<file path="src/rtl/mips_pkg.sv">
// ============================================================================
// mips_pkg -- shared encodings for the MIPS front end (PC_src, NOP, fetch FSM)
// Revision: 1.0
// ============================================================================
`default_nettype none

package mips_pkg;

  localparam logic [1:0]  PCSRC_SEQ = 2'b00;
  localparam logic [1:0]  PCSRC_BR  = 2'b01;
  localparam logic [1:0]  PCSRC_J   = 2'b10;
  localparam logic [1:0]  PCSRC_JR  = 2'b11;

  localparam logic [31:0] NOP_INSTR = 32'h0000_0000;

  typedef enum logic [0:0] {
    FETCH = 1'b0,
    DROP  = 1'b1
  } fetch_state_e;

endpackage

`default_nettype wire

</file>
<file path="src/rtl/if_id_reg.sv">
// ============================================================================
// if_id_reg -- IF/ID pipeline register with load, hold and flush-to-bubble
// Revision: 1.0
// ============================================================================
`default_nettype none

module if_id_reg #(
  parameter logic [31:0] NOP_INSTR = mips_pkg::NOP_INSTR
) (
  input  logic        clk,
  input  logic        rst_n,
  input  logic        load_i,
  input  logic        flush_i,
  input  logic [31:0] instr_i,
  input  logic [31:0] pc_plus4_i,
  output logic [31:0] instr_o,
  output logic [31:0] pc_plus4_o,
  output logic        valid_o
);

  logic [31:0] instr_q, instr_d;
  logic [31:0] pc4_q, pc4_d;
  logic        valid_q, valid_d;

  // Flush outranks load; with neither asserted the register holds.
  always_comb begin
    instr_d = instr_q;
    pc4_d   = pc4_q;
    valid_d = valid_q;
    if (flush_i) begin
      instr_d = NOP_INSTR;
      pc4_d   = 32'h0000_0000;
      valid_d = 1'b0;
    end else if (load_i) begin
      instr_d = instr_i;
      pc4_d   = pc_plus4_i;
      valid_d = 1'b1;
    end
  end

  always_ff @(posedge clk or negedge rst_n) begin
    if (!rst_n) begin
      instr_q <= NOP_INSTR;
      pc4_q   <= 32'h0000_0000;
      valid_q <= 1'b0;
    end else begin
      instr_q <= instr_d;
      pc4_q   <= pc4_d;
      valid_q <= valid_d;
    end
  end

  assign instr_o    = instr_q;
  assign pc_plus4_o = pc4_q;
  assign valid_o    = valid_q;

endmodule

`default_nettype wire

</file>
<file path="src/rtl/if_stage.sv">
// ============================================================================
// if_stage -- MIPS instruction fetch: PC, next-PC select, imem handshake, IF/ID
// Revision: 1.0
// ============================================================================
`default_nettype none

module if_stage #(
  parameter logic [31:0] RESET_PC  = 32'h0000_0000,
  parameter logic [31:0] NOP_INSTR = mips_pkg::NOP_INSTR
) (
  input  logic        clk,
  input  logic        reset,
  input  logic [1:0]  PC_src,
  input  logic [31:0] Branch_target,
  input  logic [31:0] ID_rs_data,
  input  logic        Load_use_stall,
  output logic        imem_req,
  output logic [31:0] imem_addr,
  input  logic [31:0] imem_rdata,
  input  logic        imem_ready,
  output logic [31:0] ID_instruction,
  output logic [31:0] ID_PC_plus4,
  output logic        ID_valid
);

  import mips_pkg::*;

  fetch_state_e state_q, state_d;
  logic [31:0]  pc_q, pc_d;
  logic [31:0]  redir_q, redir_d;
  logic [31:0]  pc_plus4;
  logic [31:0]  target;
  logic         is_branch;
  logic         is_jump;
  logic         redirect;
  logic         id_load;
  logic         id_flush;

  assign pc_plus4  = pc_q + 32'd4;
  assign is_branch = (PC_src == PCSRC_BR);
  // Jumps come from the decoded instruction, so a bubble in ID cannot jump.
  assign is_jump   = ID_valid && ((PC_src == PCSRC_J) || (PC_src == PCSRC_JR));
  assign redirect  = is_branch || (is_jump && !Load_use_stall);

  always_comb begin
    target = pc_plus4;
    case (PC_src)
      PCSRC_BR:  target = Branch_target;
      PCSRC_J:   target = {ID_PC_plus4[31:28], ID_instruction[25:0], 2'b00};
      PCSRC_JR:  target = ID_rs_data;
      PCSRC_SEQ: target = pc_plus4;
      default:   target = pc_plus4;
    endcase
    target[1:0] = 2'b00;
  end

  // PC only moves when a request completes, which keeps imem_addr stable
  // for the whole life of an outstanding request (including through DROP).
  always_comb begin
    state_d  = state_q;
    pc_d     = pc_q;
    redir_d  = redir_q;
    id_load  = 1'b0;
    id_flush = 1'b0;
    case (state_q)
      FETCH: begin
        if (redirect) begin
          id_flush = 1'b1;
          if (imem_ready) begin
            pc_d = target;
          end else begin
            redir_d = target;
            state_d = DROP;
          end
        end else if (!Load_use_stall) begin
          if (imem_ready) begin
            id_load = 1'b1;
            pc_d    = pc_plus4;
          end else begin
            id_flush = 1'b1;
          end
        end
      end
      DROP: begin
        id_flush = 1'b1;
        if (imem_ready) begin
          pc_d    = is_branch ? target : redir_q;
          state_d = FETCH;
        end else if (is_branch) begin
          redir_d = target;
        end
      end
      default: state_d = FETCH;
    endcase
  end

  always_ff @(posedge clk or negedge reset) begin
    if (!reset) begin
      state_q <= FETCH;
      pc_q    <= RESET_PC;
      redir_q <= 32'h0000_0000;
    end else begin
      state_q <= state_d;
      pc_q    <= pc_d;
      redir_q <= redir_d;
    end
  end

  assign imem_req  = reset;
  assign imem_addr = pc_q;

  if_id_reg #(
    .NOP_INSTR (NOP_INSTR)
  ) u_if_id_reg (
    .clk        (clk),
    .rst_n      (reset),
    .load_i     (id_load),
    .flush_i    (id_flush),
    .instr_i    (imem_rdata),
    .pc_plus4_i (pc_plus4),
    .instr_o    (ID_instruction),
    .pc_plus4_o (ID_PC_plus4),
    .valid_o    (ID_valid)
  );

endmodule

`default_nettype wire
</file>
<file path="config.mk">
export PLATFORM = sky130hd
export DESIGN_NAME = if_stage
export DESIGN_NICKNAME = d
export VERILOG_FILES = /design/src/rtl/mips_pkg.sv /design/src/rtl/if_id_reg.sv /design/src/rtl/if_stage.sv
export SDC_FILE = /design/constraint.sdc
export NUM_CORES = 1
export LEC_CHECK = 0
export CAP_MARGIN = 20
export CORE_ASPECT_RATIO = 0.9
export CORE_MARGIN = 5
export CORE_UTILIZATION = 54
export DETAILED_ROUTE_END_ITERATION = 16
export DONT_BUFFER_PORTS = 1
export PLACE_DENSITY = 0.69
export REMOVE_ABC_BUFFERS = 1
export SLEW_MARGIN = 0
export SYNTH_ARGS = -nofsm -noshare
export SYNTH_HDL_FRONTEND = slang
export SYNTH_HIERARCHICAL = 1
export SYNTH_SLANG_ARGS = --single-unit
</file>
<file path="constraint.sdc">
create_clock -name clk -period 4.5 [get_ports clk]
set_input_delay 0.9 -clock clk [delete_from_list [all_inputs] [get_ports clk]]
set_output_delay 0.9 -clock clk [all_outputs]
set_load 0.005 [all_outputs]
</file>
# Word level (Yosys, flattened, before mapping)
# Index checks and enable logic that the tools add are counted.
# totals
register_bits	130
in_bits	102
output_inout_bits	98
word_cells	54
# classes
n_addsub	1
eq_ne	9
muxes	28
n_bitwise	1
n_reduce_logical	9
# ops
cell	n
32-bit 2-to-1 mux	13
32-bit one-hot mux with 2 select lines	2
32-bit one-hot mux with 4 select lines	1
32-bit by 3-bit adder with 32-bit output, second input constant	1
1-bit 2-to-1 mux	10
2-bit != test, second input constant	5
3-bit AND reduction	2
2-bit equality test, second input constant	2
1-bit one-hot mux with 2 select lines	2
3-bit != test, second input constant	1
2-bit by 1-bit equality test with 1-bit output, second input constant	1
1-bit logical AND	2
2-bit zero test	1
1-bit logical OR	2
2-bit nonzero test	1
1-bit zero test	1
1-bit inverter	1

# Depth between registers and ports, before layout
# depth
depth_word	9
ltp_mapped	10
depth_no_buf	8

# Cells and area by module
# The synthesis kept the hierarchy.
# by_module_without_submodules
module	n_inst	cells_per_inst	area_per_inst_um2	seq_area_each_um2
if_stage	1	606	5027.3	1626.6
if_id_reg	1	209	2637.5	1626.6

# Worst setup path before layout
# Ideal clock, no wire load.
# synth_path
path_type	input -> register
start	input PC_src[1]
end	register u_if_id_reg.pc4_q[18], in the netlist u_if_id_reg/pc_plus4_o[18]
t_arrival_ns	2.414
t_required_ns	4.368
setup_slack_ns	1.954
path_stages	8
n_path_buf	3
cell_sequence	buf_2 nand3b_1 nand3_1 nor2_1 buf_6 buf_8 mux2i_1 nor2_1
# synth_between
elab_chain_len	8
word_cells_on_any_way	13
# synth_rtl
element	line	text
start: declaration	if_stage.sv:13	input logic [1:0] PC_src,
2-bit equality test	if_stage.sv:42	assign is_jump = ID_valid && ((PC_src == PCSRC_J) || (PC_src == PCSRC_JR));
1-bit logical OR	if_stage.sv:42	
1-bit logical AND	if_stage.sv:42	
1-bit logical AND	if_stage.sv:43	assign redirect = is_branch || (is_jump && !Load_use_stall);
1-bit logical OR *	if_stage.sv:43	
1-bit 2-to-1 mux *	if_stage.sv:67	if (redirect) begin
1-bit 2-to-1 mux *	if_stage.sv:65	case (state_q)
named net id_load	if_stage.sv:36	logic id_load;
2-bit nonzero test (no source line) *	-	
end signal: assignment	if_id_reg.sv:48	pc4_q <= pc4_d;
end: declaration	if_id_reg.sv:22	logic [31:0] pc4_q, pc4_d;
# The timed path passes the listed nets; every way through them passes the cells marked *.
# A chain may end at the register's enable or synchronous reset.

# Final worst setup path
# layout_path
start	register pc_q[2], in the netlist imem_addr[2]
end	register redir_q[28]
# layout_between
elab_chain_len	5
word_cells_on_any_way	7
# layout_rtl
element	line	text
start: declaration	if_stage.sv:29	logic [31:0] pc_q, pc_d;
start signal: assignment	if_stage.sv:104	pc_q <= pc_d;
32-bit by 3-bit adder with 32-bit output *	if_stage.sv:39	assign pc_plus4 = pc_q + 32'd4;
named net pc_plus4[28]	if_stage.sv:31	logic [31:0] pc_plus4;
32-bit one-hot mux with 4 select lines *	if_stage.sv:47	case (PC_src)
32-bit 2-to-1 mux, on equally long branches	if_stage.sv:89, if_stage.sv:69	
32-bit 2-to-1 mux, on equally long branches	if_stage.sv:86, if_stage.sv:67	
32-bit one-hot mux with 2 select lines *	if_stage.sv:65	
end signal: assignment	if_stage.sv:105	redir_q <= redir_d;
end: declaration	if_stage.sv:30	logic [31:0] redir_q, redir_d;
# The timed path passes the listed nets; every way through them passes the cells marked *. The select of a mux whose other input is x is not followed.

==> impl_metrics.py <==
metrics = {
    "synth": {
        "number_of_warning_messages_in_the_yosys_log": 6,
        "avgSynthCellArea_um2": 9.40,
        "synth_edf_count": 0,
        "synth.largest_area_cell": "sky130_fd_sc_hd__dfrtp_1",
        "synth.ff_latch_count": 130,
        "yosys_most_used_dff": "sky130_fd_sc_hd__dfrtp_1",
        "synth-async-reset-ratio_pct": 100,
        "netlist_area_mm2": 0.00766,
        "synth.top_cell.area_share_pct": 42.4,
        "synthesis.instances": 815,
        "post-synth-top-count-cell": "sky130_fd_sc_hd__dfrtp_1",
        "synth.area.top_cells": "sky130_fd_sc_hd__dfrtp_1 42%, sky130_fd_sc_hd__mux2i_1 11%, sky130_fd_sc_hd__nor2_1 5.7%, sky130_fd_sc_hd__nand2_1 4.4%, sky130_fd_sc_hd__o21ai_0 3.1%",
        "synth.cells.most_frequent": "130 x sky130_fd_sc_hd__dfrtp_1, 116 x sky130_fd_sc_hd__nor2_1, 89 x sky130_fd_sc_hd__nand2_1",
        "yosysSeqAreaShare_pct": 42.4,
        "synth_cell_type_count": 67,
    },
    "sta": {
        "finClkSkew_ns": 0.00899,
        "fmaxAchievable_mhz": 346,
        "drv_slew": 0,
        "worst_path_setup_slack_after_routing_ns": 1.61,
        "total_count_of_hold_check_failures_in_the_final_report": 0,
        "tightestPinTransition_ns": 1.05,
        "finalCriticalPeriod_ns": 2.89,
        "unrepaired_setup_endpoints_after_global_routing": "no",
        "timing.max_slew.rel_slack_pct": 29.7,
        "finalSetupViolCount": 0,
        "finalCritPeriodShare_pct": 64.2,
    },
    "routing": {
        "drt_drc_violations_left": 0,
        "wl_per_cell_um": 25.3,
        "route.antenna.remaining_nets": 0,
        "drt_pass1_iterations": 6,
        "num_vias": 6789,
        "initialDrtViolationCount": 792,
        "avgViaCountPerCell": 6.84,
        "drt_wirelength_mm": 25.1,
    },
    "critical_path": {
        "path_depth": 7,
        "reg2reg_depth": 7,
        "crit_slowest_cell": "sky130_fd_sc_hd__nor4_4",
        "worst_ep_arrival_time_ns": 3.18,
        "timing.critical_path.max_delay_family": "simple AND/OR/NAND/NOR gates",
        "setup.reg_to_reg.worst_slack_ns": 1.61,
        "cp_data_required_time_ns": 4.79,
        "critical_path.max_fanout": 9,
        "timing.critical_path.to_type": "flop",
        "timing.critical_path.buf_inv": 0,
        "crit_type": "flop to flop",
        "critPathMaxStageDelay_ns": 0.55,
        "timing.critical_path.from_type": "flop",
        "timing.critical_path.cells": "ha_1 -> nand4_2 -> nor4_4 -> nand4_1 -> xnor2_1 -> a222oi_1 -> o221ai_1",
    },
    "power_and_ir_drop": {
        "leakage_power_figure_nw": 3.55,
        "highest_ir_drop_seen_on_vdd_v": 0.000313,
        "power_per_cell_area_mw_per_mm2": 494,
    },
    "global_route": {
        "grt_first_pass_wirelength_mm": 38.7,
        "grt_pass1_vias": 6923,
        "maximum_number_of_pins_on_one_net_before_global_route_repair": 132,
        "grt.total_usage_pct": 30.2,
        "grt_remaining_overflow": 0,
        "initial_antenna_violation_count": 0,
    },
    "clock_network": {
        "cts_setup_buffers": 0,
        "clock_sinks": 130,
        "clock_latency_ns": 0.44,
        "postCtsResizedCells": 0,
        "cts_made_buffers": 17,
        "tritoncts": "done",
        "cts-hold-fix-buffers": 0,
        "ctsRootBufferMaster": "sky130_fd_sc_hd__clkbuf_16",
        "clk_pin_slew_worst_paths_ns": 0.06,
        "maximum_level_of_the_cts_h_tree": 4,
        "cts.path.max_buffers": 2,
    },
    "placement": {
        "place.gp.congestion": 0.897,
        "hpwlAfterDp_mm": 16.3,
        "port_buffers": 0,
        "dp_slack_ns": 1.54,
        "placed_cell_area_mm2": 0.00770,
    },
    "floorplanning": {
        "num_rows": 41,
        "core_mm2": 0.0140,
        "die_height_um": 123,
        "boundaryPins": 200,
        "die_area_mm2": 0.0167,
        "dieWidth_um": 136,
        "initial_core_util_pct": 54.9,
    },
    "worst_hold_path": {
        "hold_path_class": "primary input to async pin",
    },
    "final_layout": {
        "area_delta_synth_final_pct": 9.26,
        "area_used_by_sequential_logic_in_the_layout_mm2": 0.00325,
        "fill_cells": 1200,
        "final_nets": 889,
        "layout-drive-gt1-share_pct": 11.1,
        "area_of_combinational_cells_with_multiple_inputs_mm2": 0.00406,
        "antenna_cells": 0,
        "design_area_mm2": 0.00837,
    },
    "flow_run": {
        "max-cap-violations": 0,
    },
    "run_status": {
        "run_status": "finished clean",
    },
}
[report_power, final]
part / switching [mW] / internal [mW]
Clock: 0.563 / 1.03
Combinational: 0.480 / 0.374
Sequential: 0.309 / 1.37
[metal layers]
metal | wire length, um | share of wire, % | vias to the layer above | track usage [%]
met5 | 0 | 0 | - | 0
met4 | 632 | 2.5 | 0 | 11.2
met3 | 3270 | 13 | 63 | 10.4
met2 | 11500 | 46 | 476 | 47.9
met1 | 9750 | 39 | 3343 | 38.7
li1 | - | - | 2907 | -
[logic make-up (layout without fill, tap and decap cells)]
family,Yosys count,in the layout,share of synthesized area [%]
compound gates,196,196,17.5
xor+xnor,28,28,3.30
fa+ha+maj,1,1,0.163
buf+inv,74,58,4.88
flops,130,130,42.4
mux,105,105,14.9
simple gates,281,281,16.8
[registers in the layout, summed over array words and instances (netlist names)]
signal and cells:
redir_q 32, imem_addr 32, u_if_id_reg/valid_o 1, u_if_id_reg/pc_plus4_o 32, state_q 1, u_if_id_reg/instr_o 32
[cell usage in the layout (no fill, tap or decap), types with 6 or more instances in the layout]
| cell | count |
|---|---|
| sky130_fd_sc_hd__nand2b_1 | 6 |
| sky130_fd_sc_hd__nand4_1 | 9 |
| sky130_fd_sc_hd__a211oi_1 | 6 |
| sky130_fd_sc_hd__nand2_1 | 89 |
| sky130_fd_sc_hd__clkbuf_16 | 17 |
| sky130_fd_sc_hd__a221oi_1 | 9 |
| sky130_fd_sc_hd__nor2_1 | 115 |
| sky130_fd_sc_hd__o221ai_1 | 11 |
| sky130_fd_sc_hd__o21ai_0 | 47 |
| sky130_fd_sc_hd__o22ai_1 | 11 |
| sky130_fd_sc_hd__buf_4 | 15 |
| sky130_fd_sc_hd__xnor2_1 | 12 |
| sky130_fd_sc_hd__bufinv_16 | 6 |
| sky130_fd_sc_hd__a21oi_1 | 34 |
| sky130_fd_sc_hd__inv_1 | 10 |
| sky130_fd_sc_hd__o311ai_0 | 6 |
| sky130_fd_sc_hd__mux2_2 | 15 |
| sky130_fd_sc_hd__nor3_1 | 12 |
| sky130_fd_sc_hd__mux4_2 | 6 |
| sky130_fd_sc_hd__dfrtp_1 | 130 |
| sky130_fd_sc_hd__nand3_1 | 17 |
| sky130_fd_sc_hd__xor2_1 | 15 |
| sky130_fd_sc_hd__o211ai_1 | 11 |
| sky130_fd_sc_hd__a22oi_1 | 16 |
| sky130_fd_sc_hd__mux2i_1 | 84 |
[stage by stage]
stage                     power, mW  hold WS (ns)  std cells  setup TNS [ns]  util [%]
final                          4.13         0.159        992               0      60.0
after global routing           4.31         0.151        992               0      60.0
after CTS                      4.12         0.149        991               0      60.0
after detailed placement       2.52         0.473        959               0      55.2
after global placement         2.47         0.456        959               0      55.2
after floorplan                2.25         0.444        752         -194.16         -
[cell type report]
class | count | area share (%)
clock buffers | 17 | 5.08
repair buffers | 15 | 1.34
inverters | 11 | 0.493
well taps | 193 | 2.88
multi-input cells | 611 | 48.5
clock inverters | 15 | 2.85
flip-flops and latches | 130 | 38.8
[path summary, 6_finish.rpt]
check	from	to
worst max-delay path	imem_addr[2]	redir_q[28]
worst min-delay path	reset	u_if_id_reg/instr_o[30]
worst max register to register	imem_addr[2]	redir_q[28]
worst min register to register	redir_q[2]	redir_q[2]
max in group asynchronous	reset	redir_q[19]
min in group clk	redir_q[2]	redir_q[2]
[worst register-to-register path, stage by stage, from the launching register on]
cell and delay, ns:
sky130_fd_sc_hd__dfrtp_1 0.54, sky130_fd_sc_hd__ha_1 0.30, sky130_fd_sc_hd__nand4_2 0.27, sky130_fd_sc_hd__nor4_4 0.55, sky130_fd_sc_hd__nand4_1 0.17, sky130_fd_sc_hd__xnor2_1 0.22, sky130_fd_sc_hd__a222oi_1 0.49, sky130_fd_sc_hd__o221ai_1 0.21
Note: power is estimated with default switching activity, not from simulation.
